===== config.mk =====
export PLATFORM = sky130hd
export DESIGN_NAME = sub_out_capture_fifo
export DESIGN_NICKNAME = d
export VERILOG_FILES = /design/src/rtl/sub_out_capture_fifo.sv
export SDC_FILE = /design/constraint.sdc
export NUM_CORES = 1
export LEC_CHECK = 0
export ABC_AREA = 1
export CORE_MARGIN = 5
export CORE_UTILIZATION = 54
export CTS_CLUSTER_DIAMETER = 200
export DETAILED_ROUTE_END_ITERATION = 8
export PLACE_DENSITY = 0.79
export SLEW_MARGIN = 30
export SYNTH_ARGS = -nofsm -noshare
export SYNTH_HDL_FRONTEND = slang
export SYNTH_SLANG_ARGS = --single-unit
export TNS_END_PERCENT = 10

===== constraint.sdc =====
create_clock -name clk -period 2.3 [get_ports clk]
set_clock_uncertainty 0.1 [all_clocks]
set_input_delay 0.345 -clock clk [delete_from_list [all_inputs] [get_ports clk]]
set_output_delay 0.345 -clock clk [all_outputs]
set_load 0.1 [all_outputs]

===== src/rtl/sub_out_capture_fifo.sv =====
// Capture FIFO for the Sub stage output bundle: packs each strobed sample into an
// 11-bit record and buffers it in a show-ahead FIFO with overflow accounting.
module sub_out_capture_fifo #(
   parameter int DEPTH = 4,
   parameter int AW    = 2
) (
   input  logic          clk,
   input  logic          rst,
   input  logic          c_dotnamed,
   input  logic [2:0]    a_NO,
   input  logic [3:0]    f4_dotnamed,
   input  logic [1:0]    bign2_dotnamed,
   input  logic          dtmp_NO,
   input  logic          etmp_dotnamed,
   output logic          out_valid,
   input  logic          out_ready,
   output logic [10:0]   out_data,
   output logic [AW:0]   count,
   output logic          overflow,
   output logic [7:0]    drop_cnt,
   input  logic          ovf_clr
);

   localparam logic [AW:0] L_DEPTH = (AW+1)'(DEPTH);

   logic [10:0]  r_mem [DEPTH];
   logic [AW-1:0] r_wr_ptr;
   logic [AW-1:0] r_rd_ptr;
   logic [AW:0]   r_count;
   logic          r_overflow;
   logic [7:0]    r_drop_cnt;

   logic [10:0]   w_record;
   logic          w_full;
   logic          w_pop;
   logic          w_push_ok;
   logic          w_drop;

   assign w_record  = {a_NO, f4_dotnamed, bign2_dotnamed, dtmp_NO, etmp_dotnamed};
   assign w_full    = (r_count == L_DEPTH);
   assign w_pop     = out_valid & out_ready;
   // A full FIFO still accepts a push when the head leaves in the same cycle.
   assign w_push_ok = c_dotnamed & (~w_full | w_pop);
   assign w_drop    = c_dotnamed & w_full & ~w_pop;

   // Record storage, intentionally without reset.
   always_ff @(posedge clk) begin
      if (w_push_ok) begin
         r_mem[r_wr_ptr] <= w_record;
      end
   end

   // Pointers and occupancy.
   always_ff @(posedge clk or posedge rst) begin
      if (rst) begin
         r_wr_ptr <= {AW{1'b0}};
         r_rd_ptr <= {AW{1'b0}};
         r_count  <= {(AW+1){1'b0}};
      end else begin
         if (w_push_ok) begin
            r_wr_ptr <= r_wr_ptr + {{(AW-1){1'b0}}, 1'b1};
         end
         if (w_pop) begin
            r_rd_ptr <= r_rd_ptr + {{(AW-1){1'b0}}, 1'b1};
         end
         case ({w_push_ok, w_pop})
            2'b10:   r_count <= r_count + {{AW{1'b0}}, 1'b1};
            2'b01:   r_count <= r_count - {{AW{1'b0}}, 1'b1};
            default: r_count <= r_count;
         endcase
      end
   end

   // Overflow flag and saturating drop counter; a drop outranks a clear.
   always_ff @(posedge clk or posedge rst) begin
      if (rst) begin
         r_overflow <= 1'b0;
         r_drop_cnt <= 8'd0;
      end else if (w_drop) begin
         r_overflow <= 1'b1;
         if (ovf_clr) begin
            r_drop_cnt <= 8'd1;
         end else if (r_drop_cnt != 8'd255) begin
            r_drop_cnt <= r_drop_cnt + 8'd1;
         end else begin
            r_drop_cnt <= r_drop_cnt;
         end
      end else if (ovf_clr) begin
         r_overflow <= 1'b0;
         r_drop_cnt <= 8'd0;
      end else begin
         r_overflow <= r_overflow;
         r_drop_cnt <= r_drop_cnt;
      end
   end

   // Show-ahead head record, zero while empty.
   always_comb begin
      out_valid = (r_count != {(AW+1){1'b0}});
      if (out_valid) begin
         out_data = r_mem[r_rd_ptr];
      end else begin
         out_data = 11'd0;
      end
   end

   assign count    = r_count;
   assign overflow = r_overflow;
   assign drop_cnt = r_drop_cnt;

endmodule


Word level (Yosys, flattened, before mapping)

Memories as Yosys holds them, arrays and structs flattened.
Index checks and enable logic that the tools add are counted.

Flip-flop bits (word level): 16
RAM bits: 44
Input bits: 16
Memories kept: 1

$add $sub $neg: 5
Equality and inequality tests: 4
Muxes and demuxes: 10
Bitwise gates (word level): 7
Reduce and logical (&&, ||, !) cells: 5

Memories:

| memory | depth | bits a word | rd ports | clocked after Yosys merged registers in | wr ports | line | RTL |
|---|---|---|---|---|---|---|---|
| r_mem  | 4     | 11          | 1        | 0                                       | 1        | 26   | `logic [10:0] r_mem [DEPTH];` |

Operator list:

| operator                                         | count |
|---|---|
| two-way mux 8 bit                                | 4 |
| two-way mux 11 bit                               | 1 |
| adder 8 x 1 -> 8 bit, second input constant      | 1 |
| != test 8 bit, second input constant             | 1 |
| one-hot mux 3 bit (2 select lines)               | 1 |
| nonzero test 2 bit                               | 3 |
| adder 2 x 1 -> 2 bit, second input constant      | 2 |
| AND 1 bit                                        | 4 |
| two-way mux 1 bit                                | 4 |
| adder 3 x 1 -> 3 bit, second input constant      | 1 |
| == test 3 bit, second input constant             | 1 |
| nonzero test 3 bit                               | 1 |
| subtractor 3 x 1 -> 3 bit, second input constant | 1 |
| == test 2 x 1 -> 1 bit, second input constant    | 1 |
| == test 2 bit, second input constant             | 1 |
| inverter 1 bit                                   | 2 |
| AND reduction 2 bit                              | 1 |
| OR 1 bit                                         | 1 |

Logic depth before layout (Yosys ltp)

Gate-level depths: netlist of run 1.

Depth in word-level cells: 6
Mapped depth: 9
Mapped depth without buffers: 9

Worst setup path after synthesis of run 1

Ideal clock, no wire load.

Path type: register to output
Start point: reg r_count[2] (netlist: count[2])
End point: out out_data[0]
Arrival time: 3182 ps
Data required time: 1855 ps
Setup slack: -1327 ps
Cell stages (with the launch flop): 6
Cell sequence: dfrtp_1 > inv_2 > nand2_4 > inv_1 > buf_2 > a21oi_1

Word-level cells in the longest chain between the ends: 2

Ends and longest elaborated chain:

| element                  | line | RTL |
|---|---|---|
| start: declaration       | 29   | `logic [AW:0] r_count;` |
| start signal: assignment | 58   | `r_count <= {(AW+1){1'b0}};` |
| start signal: assignment | 67   | `2'b10: r_count <= r_count + {{AW{1'b0}}, 1'b1};` |
| start signal: assignment | 68   | `2'b01: r_count <= r_count - {{AW{1'b0}}, 1'b1};` |
| nonzero test 3 bit       | 99   | `out_valid = (r_count != {(AW+1){1'b0}});` |
| named net out_valid      | 15   | `output logic out_valid,` |
| two-way mux 11 bit       | 100  | `if (out_valid) begin` |
| end: declaration         | 17   | `output logic [10:0] out_data,` |

The timed path passes the listed nets, and every way through them passes these cells.

Final worst setup path of run 1

Start point: reg r_rd_ptr[1]
End point: out out_data[4]

Word-level cells in the longest chain between the ends: 2

Ends and longest elaborated chain:

| element                  | line | RTL |
|---|---|---|
| start: declaration       | 28   | `logic [AW-1:0] r_rd_ptr;` |
| start signal: assignment | 57   | `r_rd_ptr <= {AW{1'b0}};` |
| start signal: assignment | 64   | `r_rd_ptr <= r_rd_ptr + {{(AW-1){1'b0}}, 1'b1};` |
| memory read (4 x 11 bit) | n/a  |  |
| two-way mux 11 bit       | 100  |  |

No other way between the ends.

==> results.py, run 1 <==
metrics = {
    "placement": {
        "io_buffers": 39,
        "place_congestion": 0.831,
        "place_ws_ps": 221,
        "dp_hpwl_mm": 4.11,
    },
    "setup_path": {
        "cp-start-kind": "flip-flop",
        "critPathLaunch": "r_rd_ptr[1]$_DFFE_PP0N_",
        "critPathRequiredTime_ps": 1860,
        "arrival_ps": 1760,
        "rr_startpoint": "count[2]$_DFFE_PP0P_",
        "crit_path_end_kind": "output pin",
        "crit_chain": "clkinvlp_4 -> buf_4 -> nor2_1 -> o21ai_0 -> a21oi_4 -> buf_12",
        "cp_slowest_stage_delay_ps": 490,
        "worst_path_max_delay_cell": "dfrtp_2",
        "worst-setup-path-type": "reg -> out",
        "path_max_fanout": 11,
        "rrSetupSlack_ps": 590,
    },
    "cells_and_area": {
        "fill_cells": 336,
        "area_delta_synth_final_pct": 33.7,
        "drive_above_1_share": 0.267,
        "layout.nets": 332,
        "diodes": 0,
    },
    "sta": {
        "setup_viol": 0,
        "hold_violations": 0,
        "timing.final.ws_setup_ps": 95.2,
        "tightest_slew_ps": 658,
        "max_slew_margin": 0.561,
        "max_freq_mhz": 454,
        "drv_slew": 0,
        "min_period_over_period": 0.959,
        "post-route-min-period_ps": 2200,
    },
    "floorplanning": {
        "die_area_um2": 6570,
        "die_y_um": 81.0,
        "start_util": 0.566,
        "ioPinCount": 40,
        "die_x_um": 81.0,
        "fp-row-count": 25,
        "core_um2": 4820,
    },
    "yosys": {
        "synth_seq_cells": 60,
        "synth_cells": 256,
        "synth_nets": 278,
        "muxShareOfSynthArea": 0,
        "synth_fa_ha_area_frac": 0.0303,
        "synthDominantCellAreaShare": 0.485,
        "synth_warnings": 0,
        "synth_simple_gate_area_frac": 0.198,
        "ys_async_sr_fraction": 0.267,
        "synth_compound_area_frac": 0.0826,
        "synth-edff-count": 44,
        "yosysMostFrequentCell": "nor2_1",
        "ys.flop_type": "edfxtp_1",
        "synth_xor_area_frac": 0.0129,
        "synth.avg_cell_area_um2": 10.6,
        "synthTopCellsByCount": "nor2_1, edfxtp_1, inv_1, o21ai_0, nand2_1",
        "synth.distinct_cells": 28,
        "synth_seq_area_share": 0.632,
        "synth_top_cell_by_area": "edfxtp_1",
        "syn_area_um2": 2730,
        "synth_top_family_by_area": "simple AND/OR/NAND/NOR gates",
        "ys_top_cells_by_area": "edfxtp_1, dfrtp_1, nor2_1, o21ai_0, inv_1",
    },
    "global_routing": {
        "grt_pass1_vias": 2014,
        "grt-ovfl-total": 0,
        "grt_pass1_wl_mm": 9.76,
        "antenna_found_initial": 0,
        "grt_use_total": 0.205,
        "grt_max_degree": 17,
    },
    "detailed_routing": {
        "wirelength_mm": 5.83,
        "drc": 0,
        "drt_iter0_drc": 131,
        "firstDrtPassIters": 4,
        "ant_nets": 0,
        "wire_per_inst_um": 15.3,
        "vias_per_cell": 5.17,
        "vias": 1976,
    },
    "clocking": {
        "cts_tree": "done",
        "cts-root-buf": "clkbuf_8",
        "cts_buffers": 9,
        "cts.sinks": 60,
        "path_clk_slew_ps": 60,
        "cts.path.max_buffers": 2,
        "clk_latency_ps": 340,
        "cts_max_level": 3,
    },
    "status": {
        "outcome": "finished, final reports clean",
    },
    "job": {
        "maxCapViolCount": 0,
    },
    "min_path": {
        "hp-class": "in -> async",
    },
}
[metal layers]
metal,track usage,share of wire
met5,0,0
met2,0.327,0.51
met3,0.0532,0.037
met1,0.262,0.43
met4,0.0963,0.020
[path summary, 6_finish.rpt]
check                                          endpoint  depth (start not counted)
worst max-delay path                        out_data[4]                          6
worst min-delay path            drop_cnt[2]$_DFFE_PP0P_                          2
worst max register to register    r_mem[2][2]$_DFFE_PP_                          6
worst min register to register     overflow$_DFFE_PP0P_                          2
max in group asynchronous          count[0]$_DFFE_PP0P_                          2
min in group clk                   overflow$_DFFE_PP0P_                          2
[flip-flops by register name, summed over array words and instances, names as in the netlist]
signal / cells
r_mem: 44
overflow: 1
r_wr_ptr: 2
r_rd_ptr: 2
count: 3
drop_cnt: 8
[layout make-up]
| class | instances | area, um2 | area share |
|---|---|---|---|
| clock buffers | 10 | 128 | 0.0350 |
| clock inverters | 6 | 31.3 | 0.00859 |
| inverters | 24 | 93.8 | 0.0258 |
| multi-input cells | 165 | 1010 | 0.277 |
| flip-flops and latches | 60 | 1740 | 0.476 |
| well taps | 67 | 83.8 | 0.0230 |
| repair buffers | 50 | 563 | 0.155 |
[per-stage QoR]
| stage | hold slack [ps] | TNS, ps | cell area (um2) | util | cells |
|---|---|---|---|---|---|
| after floorplan | 159 | -35.6 | 2860 | - | 256 |
| after global placement | 374 | 0 | 3460 | 0.719 | 364 |
| after detailed placement | 377 | 0 | 3460 | 0.719 | 364 |
| after CTS | 302 | -26.7 | 3620 | 0.752 | 380 |
| after global routing | 369 | -8.45 | 3640 | 0.756 | 382 |
| final | 302 | 0 | 3640 | 0.756 | 382 |
[layout by cell type (no fill, tap or decap), types with 2 or more instances in the layout]
| cell type | count |
|---|---|
| a21oi_1 | 4 |
| a21oi_4 | 10 |
| buf_12 | 12 |
| buf_4 | 23 |
| clkbuf_8 | 9 |
| clkdlybuf4s50_1 | 15 |
| clkinv_1 | 3 |
| clkinvlp_4 | 3 |
| dfrtp_1 | 11 |
| dfrtp_2 | 2 |
| dfrtp_4 | 3 |
| edfxtp_1 | 44 |
| ha_1 | 5 |
| inv_1 | 20 |
| inv_2 | 3 |
| nand2_1 | 20 |
| nand2_2 | 4 |
| nand2_4 | 2 |
| nand3_1 | 9 |
| nand3_2 | 2 |
| nand3_4 | 2 |
| nand4_1 | 3 |
| nor2_1 | 63 |
| nor2_4 | 3 |
| o21ai_0 | 19 |
| o21ai_1 | 5 |
| xor2_1 | 4 |
[worst max-delay path: cells and delay by family, from the launching register on]
kind	cells	cell delay, ps
buf+inv	3	480
simple gates	1	120
compound gates	2	330
flops	1	490
[kinds of logic after synthesis]
kind of cell / after synthesis
adder cells (fa/ha/maj): 6
AO/OA/AOI/OAI: 43
buffers and inverters: 31
XOR/XNOR: 4
flip-flops: 60
AND/OR/NAND/NOR: 112
[repair_timing]
item	in CTS	in global routing
hold buffers	0	0
setup buffers	0	2
pin swaps	0	0
resized for setup	1	4
setup endpoints to repair	8	11
Power of run 1 is left out: the tool's default activity adds up to more than one toggle a clock period on the data nets, which glitch-free logic cannot reach.
==> inputs of run 2 (changes only) <==
CORE_ASPECT_RATIO = 0.75   (was unset)
RECOVER_POWER = 50   (was unset)
==> results.py, run 2 (synthesis gave the netlist of run 1 again) <==
metrics = {
    "setup_path": {
        "rrSetupSlack_ps": 510,
        "crit_path_end_kind": "output pin",
        "worst_path_max_delay_cell": "dfrtp_2",
        "crit_family": "buffers and inverters",
        "crit_chain": "clkinvlp_4 -> buf_4 -> nor2_1 -> o21ai_0 -> a21oi_4 -> buf_12",
        "cp_slowest_stage_delay_ps": 460,
        "reg2reg_depth": 6,
        "cp_num_buf_inv": 3,
        "cp-start-kind": "flip-flop",
        "rr_startpoint": "count[2]$_DFFE_PP0P_",
        "timing.rr.end": "r_mem[1][5]$_DFFE_PP_",
        "arrival_ps": 1750,
        "worst-setup-path-type": "reg -> out",
        "path_max_fanout": 7,
        "critPathRequiredTime_ps": 1860,
    },
    "min_path": {
        "hold_path_depth": 2,
        "hp-class": "reg -> reg",
        "min_from": "overflow$_DFFE_PP0P_",
        "hold_end": "overflow$_DFFE_PP0P_",
    },
    "floorplanning": {
        "die_y_um": 71.5,
        "core_um2": 4900,
        "ioPinCount": 40,
        "die_area_um2": 6580,
        "start_util": 0.556,
        "fp-row-count": 22,
        "die_x_um": 92.0,
    },
    "clocking": {
        "cts.sinks": 60,
        "cts.path.max_buffers": 2,
        "path_clk_slew_ps": 70,
        "clk_latency_ps": 330,
        "cts_hold_buf": 0,
        "cts_tree": "done",
        "cts_max_level": 3,
        "cts-root-buf": "clkbuf_8",
        "cts_buffers": 9,
    },
    "sta": {
        "finalSetupTns_ps": 0,
        "max_freq_mhz": 456,
        "rsz0062_at_grt": "no",
        "hold_slack_ps": 393,
        "max_slew_margin": 0.603,
        "min_period_over_period": 0.953,
        "post-route-min-period_ps": 2190,
        "setup_viol": 0,
        "drv_slew": 0,
        "tightest_slew_ps": 595,
        "hold_violations": 0,
        "timing.final.ws_setup_ps": 108,
    },
    "placement": {
        "place_congestion": 0.809,
        "dp_cells": 356,
        "dp_hpwl_mm": 3.81,
        "place_ws_ps": 151,
        "io_buffers": 39,
    },
    "detailed_routing": {
        "drc": 0,
        "vias": 2011,
        "firstDrtPassIters": 4,
        "wire_per_inst_um": 15.8,
        "drt_iter0_drc": 113,
        "wirelength_mm": 6.00,
        "ant_nets": 0,
        "vias_per_cell": 5.29,
    },
    "global_routing": {
        "grt_max_degree": 23,
        "grt_pass1_wl_mm": 9.38,
        "grt_use_total": 0.187,
        "grt-ovfl-total": 0,
        "antenna_found_initial": 0,
        "grt_pass1_vias": 1893,
    },
    "cells_and_area": {
        "regMostFlops": "r_mem",
        "final_common_cell": "nor2_1",
        "area_delta_synth_final_pct": 36.5,
        "layout.nets": 337,
        "drive_above_1_share": 0.272,
        "diodes": 0,
        "fin_cells": 380,
        "layout_common_cells": "nor2_1, edfxtp_1, nand2_1",
        "largest_reg_flops": 44,
    },
    "job": {
        "maxCapViolCount": 0,
    },
    "status": {
        "outcome": "finished, final reports clean",
    },
}
[run 2: cell types whose count changed in the layout (fill, tap and decap cells not counted), moves of 2 or more]
cell | previous run | this run
nand2_1 | 20 | 22
dlygate4sd3_1 | 0 | 13
clkdlybuf4s50_1 | 15 | 2
bufinv_16 | 0 | 3
o21ai_1 | 5 | 3
buf_4 | 23 | 20
o21ai_0 | 19 | 21
clkbuf_2 | 0 | 7
clkinvlp_4 | 3 | 1
[run 2: worst register-to-register path, cell delays in order, from the launching register on]
cell and delay (ps):
dfrtp_4 500, inv_2 160, nor2_4 70, nand2_1 70
nand2_1 170, nor2_1 180, buf_4 240
[run 2: worst max path at each step]
stage,start,end,depth (start not counted)
floorplan,count[2]$_DFFE_PP0P_,out_data[10],4
global placement,out_ready,count[2]$_DFFE_PP0P_,8
CTS,r_rd_ptr[1]$_DFFE_PP0N_,out_data[8],5
finish,r_rd_ptr[1]$_DFFE_PP0N_,out_data[4],6
detailed placement,c_dotnamed,count[2]$_DFFE_PP0P_,9
global route,r_rd_ptr[1]$_DFFE_PP0N_,out_data[6],6
[run 2: cell type report]
class / instances / area, um2
Multi-Input combinational cell: 165 / 998
Tap cell: 60 / 75.1
Sequential cell: 60 / 1730
Clock inverter: 6 / 103
Clock buffer: 10 / 128
Fill cell: 297 / 1180
Timing Repair Buffer: 55 / 587
Inverter: 24 / 93.8
[run 2: stage by stage]
stage,instance area [um2],util
floorplan,2860,-
global placement,3450,0.704
detailed placement,3450,0.704
CTS,3680,0.751
global route,3720,0.759
finish,3720,0.759
[run 2: repair_timing]
item,CTS,global route
buffers inserted,0,8
endpoints found under the hold margin,0,0
setup endpoints to repair,11,11
gates resized for setup,1,2
[run 2: routing by layer]
metal,routed length (um),GRT usage,up-vias
met4,99,0.0494,0
met2,2960,0.306,78
met3,450,0.0577,11
met1,2490,0.244,943
li1,-,-,979
met5,0,0,-
Power of run 2 is left out for the same reason.
